--- src/rtl/mul_sequential.sv ---
//==============================================================================
// mul_sequential : iterative radix-2 shift-add multiplier, signed or unsigned,
//                  with start/busy/ready handshake.
// Revision 1.0
//==============================================================================
`default_nettype none

module mul_sequential #(
    parameter int WIDTH = 32,
    localparam int CW   = (WIDTH > 1) ? $clog2(WIDTH) : 1
) (
    input  logic               clock,
    input  logic               resetn,
    input  logic [WIDTH-1:0]   a,
    input  logic [WIDTH-1:0]   b,
    input  logic               sign,
    input  logic               start,
    output logic [2*WIDTH-1:0] p,
    output logic               busy,
    output logic               ready,
    output logic [CW-1:0]      count
);

    logic [WIDTH-1:0]   mcand_q;
    logic [WIDTH-1:0]   hi_q;
    logic [WIDTH-1:0]   lo_q;
    logic               neg_q;
    logic               busy_q;
    logic               busy2_q;
    logic [CW-1:0]      count_q;

    logic [WIDTH-1:0]   mcand_d;
    logic [WIDTH-1:0]   mplier_d;
    logic [WIDTH:0]     sum_d;
    logic [2*WIDTH-1:0] prod_d;

    // Magnitudes are unsigned, so the most negative operand maps cleanly onto 2^(W-1).
    assign mcand_d  = (sign & a[WIDTH-1]) ? ('0 - a) : a;
    assign mplier_d = (sign & b[WIDTH-1]) ? ('0 - b) : b;
    assign sum_d    = {1'b0, hi_q} + (lo_q[0] ? {1'b0, mcand_q} : '0);
    assign prod_d   = {hi_q, lo_q};

    always_ff @(posedge clock or negedge resetn) begin
        if (!resetn) begin
            mcand_q <= '0;
            hi_q    <= '0;
            lo_q    <= '0;
            neg_q   <= 1'b0;
            busy_q  <= 1'b0;
            busy2_q <= 1'b0;
            count_q <= '0;
        end else begin
            busy2_q <= busy_q;
            if (!busy_q) begin
                if (start) begin
                    mcand_q <= mcand_d;
                    lo_q    <= mplier_d;
                    hi_q    <= '0;
                    neg_q   <= sign & (a[WIDTH-1] ^ b[WIDTH-1]);
                    count_q <= '0;
                    busy_q  <= 1'b1;
                end
            end else begin
                {hi_q, lo_q} <= {sum_d, lo_q[WIDTH-1:1]};
                if (count_q == CW'(WIDTH - 1)) begin
                    count_q <= '0;
                    busy_q  <= 1'b0;
                end else begin
                    count_q <= count_q + CW'(1);
                end
            end
        end
    end

    assign p     = neg_q ? ('0 - prod_d) : prod_d;
    assign busy  = busy_q;
    assign ready = ~busy_q & busy2_q;
    assign count = count_q;

endmodule

`default_nettype wire
--- config.mk ---
export PLATFORM = sky130hd
export DESIGN_NAME = mul_sequential
export DESIGN_NICKNAME = d
export VERILOG_FILES = /design/src/rtl/mul_sequential.sv
export SDC_FILE = /design/constraint.sdc
export NUM_CORES = 1
export LEC_CHECK = 0
export ABC_CLOCK_PERIOD_IN_PS = 8300
export CAP_MARGIN = 10
export CORE_ASPECT_RATIO = 1.4
export CORE_UTILIZATION = 40
export CTS_CLUSTER_DIAMETER = 80
export DETAILED_ROUTE_END_ITERATION = 10
export GPL_TIMING_DRIVEN = 0
export PLACE_DENSITY = 0.61
export SYNTH_ARGS = -nofsm -noshare
export SYNTH_HDL_FRONTEND = slang
export SYNTH_SLANG_ARGS = --single-unit
--- constraint.sdc ---
create_clock -name clock -period 8.3 [get_ports clock]
set_input_delay 0.83 -clock clock [delete_from_list [all_inputs] [get_ports clock]]
set_output_delay 0.83 -clock clock [all_outputs]
set_load 0.005 [all_outputs]
* Word-level counts from Yosys, hierarchy flattened
Index checks and enable logic that the tools add are counted.
Operators by class: add/subtract/negate cells 5, reductions and logical operators 2, bitwise gates (word level) 6, muxes and demuxes 14, equal/unequal tests 1
Operator list (number):
- 32-bit 2-to-1 mux | 7
- 64-bit 2-to-1 mux | 1
- 1-bit by 32-bit subtractor with 32-bit output (first input constant) | 2
- 1-bit by 64-bit subtractor with 64-bit output (first input constant) | 1
- 32-bit by 32-bit adder with 33-bit output | 1
- 5-bit 2-to-1 mux | 3
- 5-bit by 1-bit adder with 5-bit output (second input constant) | 1
- 5-bit == test (second input constant) | 1
- 1-bit AND | 4
- 1-bit 2-to-1 mux | 3
- 2-bit AND reduction | 1
- 2-bit nonzero test | 1
- 1-bit inverter | 1
- 1-bit bitwise XOR | 1
Word-level totals: register bits 104, word-level logic and storage cells 35

* Longest topological paths before layout
Gate-level depths: netlist of run 1.
word-level depth 4, gate-level depth with buffers 12, depth with buffers taken out 11

* Worst setup path before layout of run 1
OpenSTA, ideal clock, no wires.
kind register to output, start point register hi_q[8], end point output port p[57], stages on the path, launching flop included 8, data required time 7.470 ns, setup slack 5.094 ns, buffers on the path 0, arrival time 2.376 ns, cells stage by stage dfrtp_1 > or4_4 > or3_4 > or3_4 > nor3_4 > nand2_4 > o31ai_1 > xnor2_1
Between the ends: word-level cells in the longest chain between the ends 2
Ends and longest elaborated chain:
- from (decl) | line 25 | logic [WIDTH-1:0] hi_q;
- from (signal assigned) | line 64 | {hi_q, lo_q} <= {sum_d, lo_q[WIDTH-1:1]};
- 1-bit by 64-bit subtractor with 64-bit output | line 75 | assign p = neg_q ? ('0 - prod_d) : prod_d;
- 64-bit 2-to-1 mux | line 75
- to (decl) | line 18 | output logic [2*WIDTH-1:0] p,
No other way between the ends.

* Worst setup path in the final report of run 1
start point register lo_q[0], end point output port p[54]
Between the ends: word-level cells in the longest chain between the ends 2
Ends and longest elaborated chain:
- from (decl) | line 26 | logic [WIDTH-1:0] lo_q;
- from (signal assigned) | line 57 | lo_q <= mplier_d;
- from (signal assigned) | line 64
- 1-bit by 64-bit subtractor with 64-bit output | line 75
- 64-bit 2-to-1 mux | line 75
No other way between the ends.

==> impl_metrics.sql, run 1 <==
INSERT INTO impl_metrics (metric_group, metric, value, unit) VALUES
('status', 'run_status', 'completed', ''),
('grt', 'pin_count_of_the_biggest_net_entering_global_routing', '59', ''),
('drt', 'post_drt_via_cell_ratio', '5.50', ''),
('critical_path', 'timing.critical_path.arrival', '4.00', 'ns'),
('drt', 'wire_per_inst', '18.3', 'um'),
('synthesis', 'ys_ff_latch', '104', ''),
('drt', 'drt_first_iter_violations', '603', ''),
('synthesis', 'async_flop_share', '100', '%'),
('sta', 'grt_setup_unrepaired', 'false', ''),
('drt', 'totalWireLength', '28.6', 'mm'),
('sta', 'hold_violations', '0', ''),
('cells_and_area', 'final.fill_count', '2253', ''),
('place', 'portBuffers', '137', ''),
('sta', 'worst_slew_pin_slew', '0.975', 'ns'),
('floorplan', 'initial_utilization', '41.0', '%'),
('sta', 'finalMaxSlewViolations', '0', ''),
('flow_run', 'max_cap_viol_count', '0', ''),
('synthesis', 'synth_top_family_by_area', 'compound AO/OA/AOI/OAI gates', ''),
('critical_path', 'worst_path_largest_cell_delay', '0.57', 'ns'),
('cells_and_area', 'multiInputGateArea', '6040', 'um^2'),
('synthesis', 'syn-mean-instance-area', '8.08', 'um^2'),
('cells_and_area', 'fraction_of_layout_instances_using_a_drive_strength_above_1', '3.87', '%'),
('synthesis', 'synth_adder_area_share', '5.37', '%'),
('sta', 'min_period_over_period', '58.2', '%'),
('floorplan', 'core_area', '21900', 'um^2'),
('grt', 'gr-max-usage-layer', 'met2', ''),
('cts', 'root_buffer', 'sky130_fd_sc_hd__clkbuf_16', ''),
('cts', 'clock_sink_count', '104', ''),
('synthesis', 'number_of_synthesized_flops_with_an_enable_pin', '0', ''),
('floorplan', 'num_rows', '64', ''),
('sta', 'finalCriticalPeriod', '4.83', 'ns'),
('sta', 'slew-limit-headroom', '33.3', '%'),
('critical_path', 'timing.critical_path.slowest_stage_cell', 'sky130_fd_sc_hd__clkdlybuf4s50_1', ''),
('grt', 'grt.met1_usage', '30.0', '%'),
('place', 'placedInstanceArea', '10800', 'um^2'),
('synthesis', 'post-synth-top-area-cell', 'sky130_fd_sc_hd__dfrtp_1', ''),
('min_path', 'timing.hold.worst.class', 'register to register', ''),
('cts', 'holdBufCountCts', '0', ''),
('place', 'gp_routability_congestion', '0.895', ''),
('drt', 'vias', '8592', ''),
('grt', 'grt_pass1_vias', '8520', ''),
('cts', 'max-clock-path-buffers', '2', ''),
('synthesis', 'mapped_area', '8990', 'um^2'),
('synthesis', 'synth-compound-area-share', '23.8', '%'),
('cells_and_area', 'layout-area-overhead-vs-synth', '22.8', '%'),
('pwr', 'total_power_per_unit_cell_area', '378', 'nW/um^2'),
('min_path', 'timing.hold.worst_path_depth', '2', ''),
('grt', 'use_met2', '48.5', '%'),
('sta', 'skew', '0.0137', 'ns'),
('grt', 'grt_first_pass_wirelength', '45.5', 'mm'),
('cts', 'htree_levels', '3', ''),
('drt', 'post-route-drc-count', '0', ''),
('sta', 'number_of_endpoints_failing_setup_at_the_final_stage', '0', ''),
('cells_and_area', 'final-instance-count-excl-fill', '1563', ''),
('floorplan', 'chipHeight', '179', 'um'),
('drt', 'drt_pass1_iterations', '5', ''),
('cts', 'cts_buffers', '9', ''),
('cts', 'tritoncts', 'built', ''),
('cells_and_area', 'final_non_filler_cell_area', '11000', 'um^2'),
('synthesis', 'yosys-mux-area-fraction', '1.34', '%'),
('floorplan', 'fp.dieW', '129', 'um'),
('synthesis', 'synth_warnings', '0', ''),
('sta', 'setup-tns-final', '0', 'ns'),
('cts', 'clk_pin_slew_worst_paths', '0.08', 'ns'),
('critical_path', 'crit_fanout', '10', ''),
('synthesis', 'synth_flop_cell', 'sky130_fd_sc_hd__dfrtp_1', ''),
('synthesis', 'synth.top_cell.area_share', '28.9', '%'),
('synthesis', 'syn_inst', '1112', ''),
('synthesis', 'yosys.area_share.simple', '23.0', '%'),
('floorplan', 'die-area', '23100', 'um^2'),
('place', 'hpwl', '22.8', 'mm');
[stage by stage]
stage	hold WS [ns]	utilization, %	total power [mW]	worst slack, ns
global placement	0.454	48.9	3.71	2.28
floorplan	0.422	-	2.57	5.09
CTS	0.481	50.3	4.18	3.46
finish	0.474	50.3	4.17	3.47
global route	0.513	50.3	4.53	3.31
detailed placement	0.463	49.0	3.74	3.85
[cells in the final DEF, fill, tap and decap left out, drive strengths merged, types with 19 or more instances in the layout]
master and count:
inv 27, xor2 40, a21o 26, a21oi 53
or3 23, clkdlybuf4s50 136, nand2 148, ha 37
o31ai 35, nor2 43, o21ai 152, nand2b 19
xnor2 101, dfrtp 104, and2 37, clkbuf 73
[power breakdown]
group	internal (mW)	switching, mW	leakage (nW)	total (mW)
Combinational	1.37	1.32	3.02	2.69
Clock	0.215	0.209	0.137	0.424
Sequential	0.757	0.302	1.28	1.06
[area by class of cell]
class,instances,area share (%)
sequential,104,23.6
clock inverter,5,0.351
buffer,67,2.35
timing repair buffer,138,12.6
inverter,24,0.816
tap,297,3.37
clock buffer,11,2.20
multi-input combinational,917,54.7
[flip-flops by register name, indices dropped and copies added, names as in the netlist]
| signal | count |
|---|---|
| neg_q | 1 |
| busy2_q | 1 |
| count | 5 |
| lo_q | 32 |
| busy | 1 |
| hi_q | 32 |
| mcand_q | 32 |
[worst max-delay path, delay by kind of cell (launching register included)]
| kind | cells | cell delay, ns |
|---|---|---|
| fa+ha+maj | 1 | 0.24 |
| buf+inv | 4 | 1.31 |
| simple gates | 4 | 1.21 |
| xor+xnor | 1 | 0.23 |
| flops | 1 | 0.39 |
| compound gates | 1 | 0.25 |
[metal layers]
metal  wire [um]  share of wire, %  vias to the layer above
met3        1090               3.8                       45
met5           0                 0                        -
li1            -                 -                     4285
met1       11900                41                     4048
met4         758               2.6                        0
met2       14900                52                      214
[logic make-up after synthesis]
family / count (synthesis)
muxes: 12
DFF: 104
AOI/OAI and AO/OA: 339
adders and majority gates: 38
and+or+nand+nor: 387
xor gates and xnor gates: 141
buffers and inverters: 91
[worst paths after layout]
| check | from | end | slack (ns) |
|---|---|---|---|
| hold / removal | mcand_q[26] | mcand_q[26] | 0.47 |
| max in group asynchronous | resetn | hi_q[22] | 7.03 |
| min in group asynchronous | resetn | mcand_q[5] | 0.55 |
| setup / recovery | lo_q[0] | p[54] | 3.47 |
| hold reg to reg | mcand_q[26] | mcand_q[26] | 0.47 |
| setup reg to reg | lo_q[0] | hi_q[26] | 4.03 |
(Power assumes the default switching activity.)
==> run 2: changes to the inputs <==
--- a/config.mk
+++ b/config.mk
@@ -5,7 +5,7 @@
 export SDC_FILE = /design/constraint.sdc
 export NUM_CORES = 1
 export LEC_CHECK = 0
-export ABC_CLOCK_PERIOD_IN_PS = 8300
+export ABC_CLOCK_PERIOD_IN_PS = 4600
 export CAP_MARGIN = 10
 export CORE_ASPECT_RATIO = 1.4
 export CORE_UTILIZATION = 40
==> constraint.sdc (replaced) <==
create_clock -name clock -period 4.6 [get_ports clock]
set_input_delay 0.46 -clock clock [delete_from_list [all_inputs] [get_ports clock]]
set_output_delay 0.46 -clock clock [all_outputs]
set_load 0.005 [all_outputs]
==> run 2 against run 1 <==
Global-route usage unchanged. Combinational power up 80%. Critical path type unchanged. Sequential share of layout area about the same. Clock power up 80%. Die area unchanged. Flip-flop and latch count unchanged. Hold slack worse by 0.29 ns. Sequential power up 80%.
==> impl_metrics.sql, run 2 (synthesized netlist as in run 1, its figures left out) <==
INSERT INTO impl_metrics (metric_group, metric, value, unit) VALUES
('status', 'run_status', 'completed', ''),
('sta', 'hold_violations', '0', ''),
('cells_and_area', 'antenna-diode-count', '0', ''),
('cts', 'insertion_delay', '0.36', 'ns'),
('place', 'hpwl', '22.8', 'mm'),
('pwr', 'worst_ir_drop_vdd', '0.242', 'mV'),
('critical_path', 'timing.critical_path.arrival', '3.92', 'ns'),
('critical_path', 'timing_worst_setup_path_type', 'register to output pin', ''),
('grt', 'gr-usage-all-layers', '25.6', '%'),
('grt', 'grt_pass1_vias', '8520', ''),
('sta', 'fmaxAchievable', '228', 'MHz'),
('cts', 'max-clock-path-buffers', '2', ''),
('grt', 'grt_antenna_before_repair', '1', ''),
('critical_path', 'setup.worst_path.start_class', 'register', ''),
('cells_and_area', 'multiInputGateArea', '6040', 'um^2'),
('critical_path', 'worst_ep_required', '4.14', 'ns'),
('drt', 'totalWireLength', '28.7', 'mm'),
('cells_and_area', 'final-seq-area', '2600', 'um^2'),
('grt', 'overflow', '0', ''),
('critical_path', 'crit_path_end_kind', 'output pin', ''),
('critical_path', 'crit_fanout', '10', ''),
('cts', 'tritoncts', 'built', ''),
('pwr', 'p_leak', '4.45', 'nW'),
('cells_and_area', 'final_cell_mix', 'sky130_fd_sc_hd__nand2_1 (146), sky130_fd_sc_hd__o21ai_0 (138), sky130_fd_sc_hd__clkdlybuf4s50_1 (136)', ''),
('sta', 'skew', '0.0134', 'ns'),
('min_path', 'timing.hold.worst.class', 'input port to async pin', ''),
('sta', 'number_of_endpoints_failing_setup_at_the_final_stage', '0', ''),
('floorplan', 'die-area', '23100', 'um^2'),
('cts', 'root_buffer', 'sky130_fd_sc_hd__clkbuf_16', ''),
('floorplan', 'top_level_ports', '139', ''),
('drt', 'wire_per_inst', '18.4', 'um'),
('cells_and_area', 'final.fill_count', '2251', ''),
('floorplan', 'fp.dieW', '129', 'um'),
('pwr', 'cell_internal_pwr', '4.23', 'mW'),
('cells_and_area', 'nets', '1367', ''),
('floorplan', 'chipHeight', '179', 'um'),
('cells_and_area', 'layout-area-overhead-vs-synth', '22.9', '%'),
('floorplan', 'initial_utilization', '41.0', '%'),
('drt', 'drt_first_iter_violations', '603', ''),
('sta', 'slew-limit-headroom', '33.3', '%'),
('cells_and_area', 'mostFrequentLayoutCell', 'sky130_fd_sc_hd__nand2_1', ''),
('cts', 'htree_levels', '3', ''),
('place', 'portBuffers', '137', ''),
('drt', 'ant_nets', '0', ''),
('cts', 'cts_buffers', '9', ''),
('grt', 'pin_count_of_the_biggest_net_entering_global_routing', '59', ''),
('cells_and_area', 'fraction_of_layout_instances_using_a_drive_strength_above_1', '3.87', '%'),
('sta', 'setup-tns-final', '0', 'ns'),
('sta', 'min_period_over_period', '95.2', '%'),
('cts', 'holdBufCountCts', '0', ''),
('drt', 'drt_pass1_iterations', '5', ''),
('pwr', 'power_frac_comb', '64.5', '%'),
('pwr', 'power.sequential.fraction', '25.4', '%'),
('drt', 'post_drt_via_cell_ratio', '5.52', ''),
('floorplan', 'num_rows', '64', ''),
('place', 'gp_routability_congestion', '0.895', ''),
('grt', 'grt_first_pass_wirelength', '45.5', 'mm'),
('drt', 'post-route-drc-count', '0', ''),
('pwr', 'power_switching', '3.30', 'mW'),
('pwr', 'total_power_per_unit_cell_area', '681', 'nW/um^2'),
('drt', 'vias', '8628', ''),
('cells_and_area', 'largest_registers', 'hi_q x32, lo_q x32, mcand_q x32', ''),
('sta', 'worst_slew_pin_slew', '0.975', 'ns'),
('cts', 'clock_sink_count', '104', ''),
('cts', 'postCtsSetupBuffers', '0', ''),
('pwr', 'sw_frac_of_total', '43.8', '%'),
('sta', 'finalCriticalPeriod', '4.38', 'ns'),
('sta', 'grt_setup_unrepaired', 'false', ''),
('cts', 'clk_pin_slew_worst_paths', '0.08', 'ns'),
('floorplan', 'core_area', '21900', 'um^2'),
('pwr', 'p_clk_share', '10.1', '%'),
('pwr', 'fin_total_pwr', '7.53', 'mW'),
('sta', 'finalMaxSlewViolations', '0', ''),
('flow_run', 'max_cap_viol_count', '0', '');
[run 2: worst paths after layout]
kind,startpoint,cells past startpoint,slack (ns),end
worst min-delay path,resetn,1,0.18,mcand_q[5]
worst max-delay path,lo_q[0],11,0.22,p[54]
max in group asynchronous,resetn,2,3.70,hi_q[22]
worst max register to register,lo_q[0],12,0.33,hi_q[26]
worst min register to register,mcand_q[26],2,0.47,mcand_q[26]
min in group clock,mcand_q[26],2,0.47,mcand_q[26]
[run 2: stage by stage]
step           setup WS, ns  util [%]  instance area (um^2)  hold WS (ns)  cells
2_1_floorplan          1.42         -                  8990         0.164   1112
3_3_place_gp          -1.05      48.9                 10700         0.454   1546
3_5_place_dp          0.313      49.0                 10800         0.463   1547
4_1_cts               0.129      50.3                 11000         0.210   1563
5_1_grt              0.0583      50.3                 11000         0.233   1563
6_report              0.221      50.3                 11000         0.181   1563
[run 2: repair_timing]
action,in CTS,in global routing
setup endpoints to repair,0,1
endpoints found under the hold margin,0,0
gates resized for setup,0,1
[run 2: power groups by stage]
stage               logic (mW)  registers, mW  clock network (mW)
floorplan                 2.89           1.75                   0
global placement          4.80           1.91                   0
detailed placement        4.84           1.92                   0
CTS                       4.86           1.90               0.775
global route              5.37           1.98               0.816
finish                    4.85           1.91               0.764
[run 2: critical path, stage by stage (launching register included)]
cell and delay [ns]:
sky130_fd_sc_hd__dfrtp_1 0.39, sky130_fd_sc_hd__clkbuf_1 0.27, sky130_fd_sc_hd__clkbuf_1 0.30, sky130_fd_sc_hd__inv_1 0.17
sky130_fd_sc_hd__ha_1 0.24, sky130_fd_sc_hd__nand2_1 0.17, sky130_fd_sc_hd__nor3b_4 0.40, sky130_fd_sc_hd__and4_1 0.44
sky130_fd_sc_hd__nand2_4 0.13, sky130_fd_sc_hd__o31ai_1 0.25, sky130_fd_sc_hd__xnor2_1 0.23, sky130_fd_sc_hd__clkdlybuf4s50_1 0.57
[run 2: area by class of cell]
type / count / area share, %
Inverter: 24 / 0.816
Clock inverter: 5 / 0.351
Tap cell: 297 / 3.36
Clock buffer: 11 / 2.20
Timing Repair Buffer: 138 / 12.6
Sequential cell: 104 / 23.6
Buffer: 67 / 2.34
Multi-Input combinational cell: 917 / 54.7
[run 2: routing by layer]
| layer | up-vias | GRT usage (%) | wire (um) |
|---|---|---|---|
| met2 | 221 | 48.5 | 15000 |
| met3 | 43 | 2.32 | 1070 |
| met1 | 4079 | 30.0 | 11900 |
| li1 | 4285 | - | - |
| met5 | - | 0 | 0 |
| met4 | 0 | 8.73 | 737 |
==> run 3: changes to the inputs <==
--- a/config.mk
+++ b/config.mk
@@ -8,11 +8,11 @@
 export ABC_CLOCK_PERIOD_IN_PS = 4600
 export CAP_MARGIN = 10
 export CORE_ASPECT_RATIO = 1.4
-export CORE_UTILIZATION = 40
+export CORE_UTILIZATION = 56
 export CTS_CLUSTER_DIAMETER = 80
 export DETAILED_ROUTE_END_ITERATION = 10
 export GPL_TIMING_DRIVEN = 0
-export PLACE_DENSITY = 0.61
+export PLACE_DENSITY = 0.82
 export SYNTH_ARGS = -nofsm -noshare
 export SYNTH_HDL_FRONTEND = slang
 export SYNTH_SLANG_ARGS = --single-unit
==> run 3 against run 2 <==
Clock power up 16%. Die area fell by 28%. Sequential power barely moved. Wire length decreased by 6.0%. Cell count fell by 6.5%. Cell area is 0.73% lower. Core utilization is 20 points higher. Non-clock buffer count is the same. Combinational power hardly changed. Clock skew down 0.00068 ns.
==> impl_metrics.sql, run 3 (synthesized netlist as in run 1, its figures left out) <==
INSERT INTO impl_metrics (metric_group, metric, value, unit) VALUES
('critical_path', 'worst_ep_required', '4.14', 'ns'),
('sta', 'grt_setup_unrepaired', 'false', ''),
('drt', 'post-route-drc-count', '0', ''),
('pwr', 'fin_total_pwr', '7.64', 'mW'),
('sta', 'finalMaxSlewViolations', '0', ''),
('drt', 'vias', '9003', ''),
('sta', 'fmaxAchievable', '225', 'MHz'),
('critical_path', 'reg2reg_depth', '12', ''),
('floorplan', 'num_rows', '54', ''),
('cts', 'htree_levels', '3', ''),
('sta', 'min_period_over_period', '96.8', '%'),
('grt', 'overflow', '0', ''),
('cells_and_area', 'antenna-diode-count', '0', ''),
('floorplan', 'chipHeight', '152', 'um'),
('cells_and_area', 'finish.utilization', '70.3', '%'),
('grt', 'grt_antenna_before_repair', '0', ''),
('cts', 'cts_buffers', '9', ''),
('floorplan', 'fp.dieW', '109', 'um'),
('sta', 'finalCriticalPeriod', '4.45', 'ns'),
('floorplan', 'top_level_ports', '139', ''),
('place', 'detailedPlace.worstSlack', '0.341', 'ns'),
('drt', 'ant_nets', '0', ''),
('cts', 'clk_pin_slew_worst_paths', '0.08', 'ns'),
('place', 'placedInstanceArea', '10600', 'um^2'),
('sta', 'slew-limit-headroom', '46.5', '%'),
('grt', 'grt_pass1_vias', '8806', ''),
('drt', 'post_drt_via_cell_ratio', '6.16', ''),
('critical_path', 'worst_r2r_startpoint', 'lo_q[0]', ''),
('pwr', 'total_power_per_unit_cell_area', '697', 'nW/um^2'),
('cells_and_area', 'fraction_of_layout_instances_using_a_drive_strength_above_1', '3.87', '%'),
('cells_and_area', 'final.fill_count', '1270', ''),
('floorplan', 'core_area', '15600', 'um^2'),
('drt', 'drt_pass1_iterations', '5', ''),
('drt', 'totalWireLength', '27.0', 'mm'),
('cells_and_area', 'final_non_filler_cell_area', '11000', 'um^2'),
('place', 'placedCellCount', '1446', ''),
('cells_and_area', 'final_cell_mix', 'sky130_fd_sc_hd__nand2_1 (146), sky130_fd_sc_hd__o21ai_0 (138), sky130_fd_sc_hd__clkdlybuf4s50_1 (136)', ''),
('sta', 'worst_slew_pin_slew', '0.803', 'ns'),
('cells_and_area', 'nets', '1367', ''),
('cts', 'clock_sink_count', '104', ''),
('cts', 'holdBufCountCts', '0', ''),
('critical_path', 'timing_worst_setup_path_type', 'register to output pin', ''),
('drt', 'wire_per_inst', '18.5', 'um'),
('cells_and_area', 'final-instance-count-excl-fill', '1461', ''),
('critical_path', 'crit_start', 'lo_q[0]', ''),
('cells_and_area', 'layout-area-overhead-vs-synth', '22.0', '%'),
('floorplan', 'initial_utilization', '57.6', '%'),
('drt', 'drt_first_iter_violations', '635', ''),
('critical_path', 'setup.worst_path.start_class', 'register', ''),
('cts', 'postCtsResizedCells', '0', ''),
('critical_path', 'crit_fanout', '10', ''),
('pwr', 'worst_ir_drop_vdd', '0.433', 'mV'),
('place', 'gp_routability_congestion', '1.02', ''),
('critical_path', 'r2r_endpoint', 'hi_q[26]', ''),
('sta', 'fin_worst_hold_slack', '0.102', 'ns'),
('cts', 'tritoncts', 'built', ''),
('sta', 'skew', '0.0127', 'ns'),
('grt', 'grt_first_pass_wirelength', '43.4', 'mm'),
('critical_path', 'regToRegSetupSlack', '0.24', 'ns'),
('flow_run', 'max_cap_viol_count', '0', ''),
('cells_and_area', 'largest_registers', 'hi_q x32, lo_q x32, mcand_q x32', ''),
('sta', 'number_of_endpoints_failing_setup_at_the_final_stage', '0', ''),
('cts', 'max-clock-path-buffers', '2', ''),
('sta', 'hold_violations', '0', ''),
('cts', 'insertion_delay', '0.36', 'ns'),
('sta', 'setup-tns-final', '0', 'ns'),
('place', 'hpwl', '21.0', 'mm'),
('place', 'portBuffers', '137', ''),
('min_path', 'timing.hold.worst.class', 'input port to async pin', ''),
('critical_path', 'crit_path_end_kind', 'output pin', ''),
('sta', 'setup_ws', '0.147', 'ns'),
('grt', 'pin_count_of_the_biggest_net_entering_global_routing', '63', ''),
('pwr', 'p_leak', '4.46', 'nW'),
('grt', 'gr-usage-all-layers', '33.4', '%'),
('cts', 'root_buffer', 'sky130_fd_sc_hd__clkbuf_16', ''),
('cells_and_area', 'mostFrequentLayoutCell', 'sky130_fd_sc_hd__nand2_1', ''),
('floorplan', 'die-area', '16600', 'um^2'),
('critical_path', 'timing.critical_path.arrival', '3.99', 'ns'),
('cts', 'postCtsSetupBuffers', '0', ''),
('status', 'run_status', 'completed', '');
==> run 3: worst max-delay path by stage <==
| stage | slack, ns | cells after the start | endpoint |
|---|---|---|---|
| 2_1_floorplan | 1.42 | 12 | hi_q[27] |
| 3_3_place_gp | -0.87 | 1 | lo_q[6] |
| 3_5_place_dp | 0.34 | 12 | hi_q[26] |
| 4_1_cts | 0.22 | 11 | p[54] |
| 5_1_grt | 0.03 | 11 | p[54] |
| 6_report | 0.15 | 11 | p[54] |
==> run 3: critical path, stage by stage (launching register included) <==
cell and delay [ns]:
sky130_fd_sc_hd__dfrtp_1 0.38, sky130_fd_sc_hd__clkbuf_1 0.27, sky130_fd_sc_hd__clkbuf_1 0.31, sky130_fd_sc_hd__inv_1 0.16
sky130_fd_sc_hd__ha_1 0.26, sky130_fd_sc_hd__nand2_1 0.16, sky130_fd_sc_hd__nor3b_2 0.52, sky130_fd_sc_hd__and4_1 0.42
sky130_fd_sc_hd__nand2_4 0.12, sky130_fd_sc_hd__o31ai_1 0.26, sky130_fd_sc_hd__xnor2_1 0.20, sky130_fd_sc_hd__clkdlybuf4s50_1 0.56
==> run 3: final cells by class <==
class,instances,area (um^2),area share (%)
timing repair buffer,138,1400,12.7
multi-input combinational,917,6040,55.1
tap,196,245,2.24
clock buffer,9,225,2.05
inverter,24,90.1,0.822
buffer,67,259,2.36
clock inverter,6,109,0.993
sequential,104,2600,23.7
==> run 3: power by group <==
part	internal [mW]	switching, mW	total, mW	leakage [nW]
Combinational	2.47	2.36	4.83	3.02
Clock	0.529	0.360	0.889	0.165
Sequential	1.37	0.550	1.92	1.28
==> run 3: layer usage <==
layer  share of wire (%)  global-route usage, %  routed length (um)
met1                  39                   38.9               10500
met2                  52                   59.1               14000
met3                 5.3                   3.39                1430
met4                 4.1                   17.2                1110
met5                   0                      0                   0
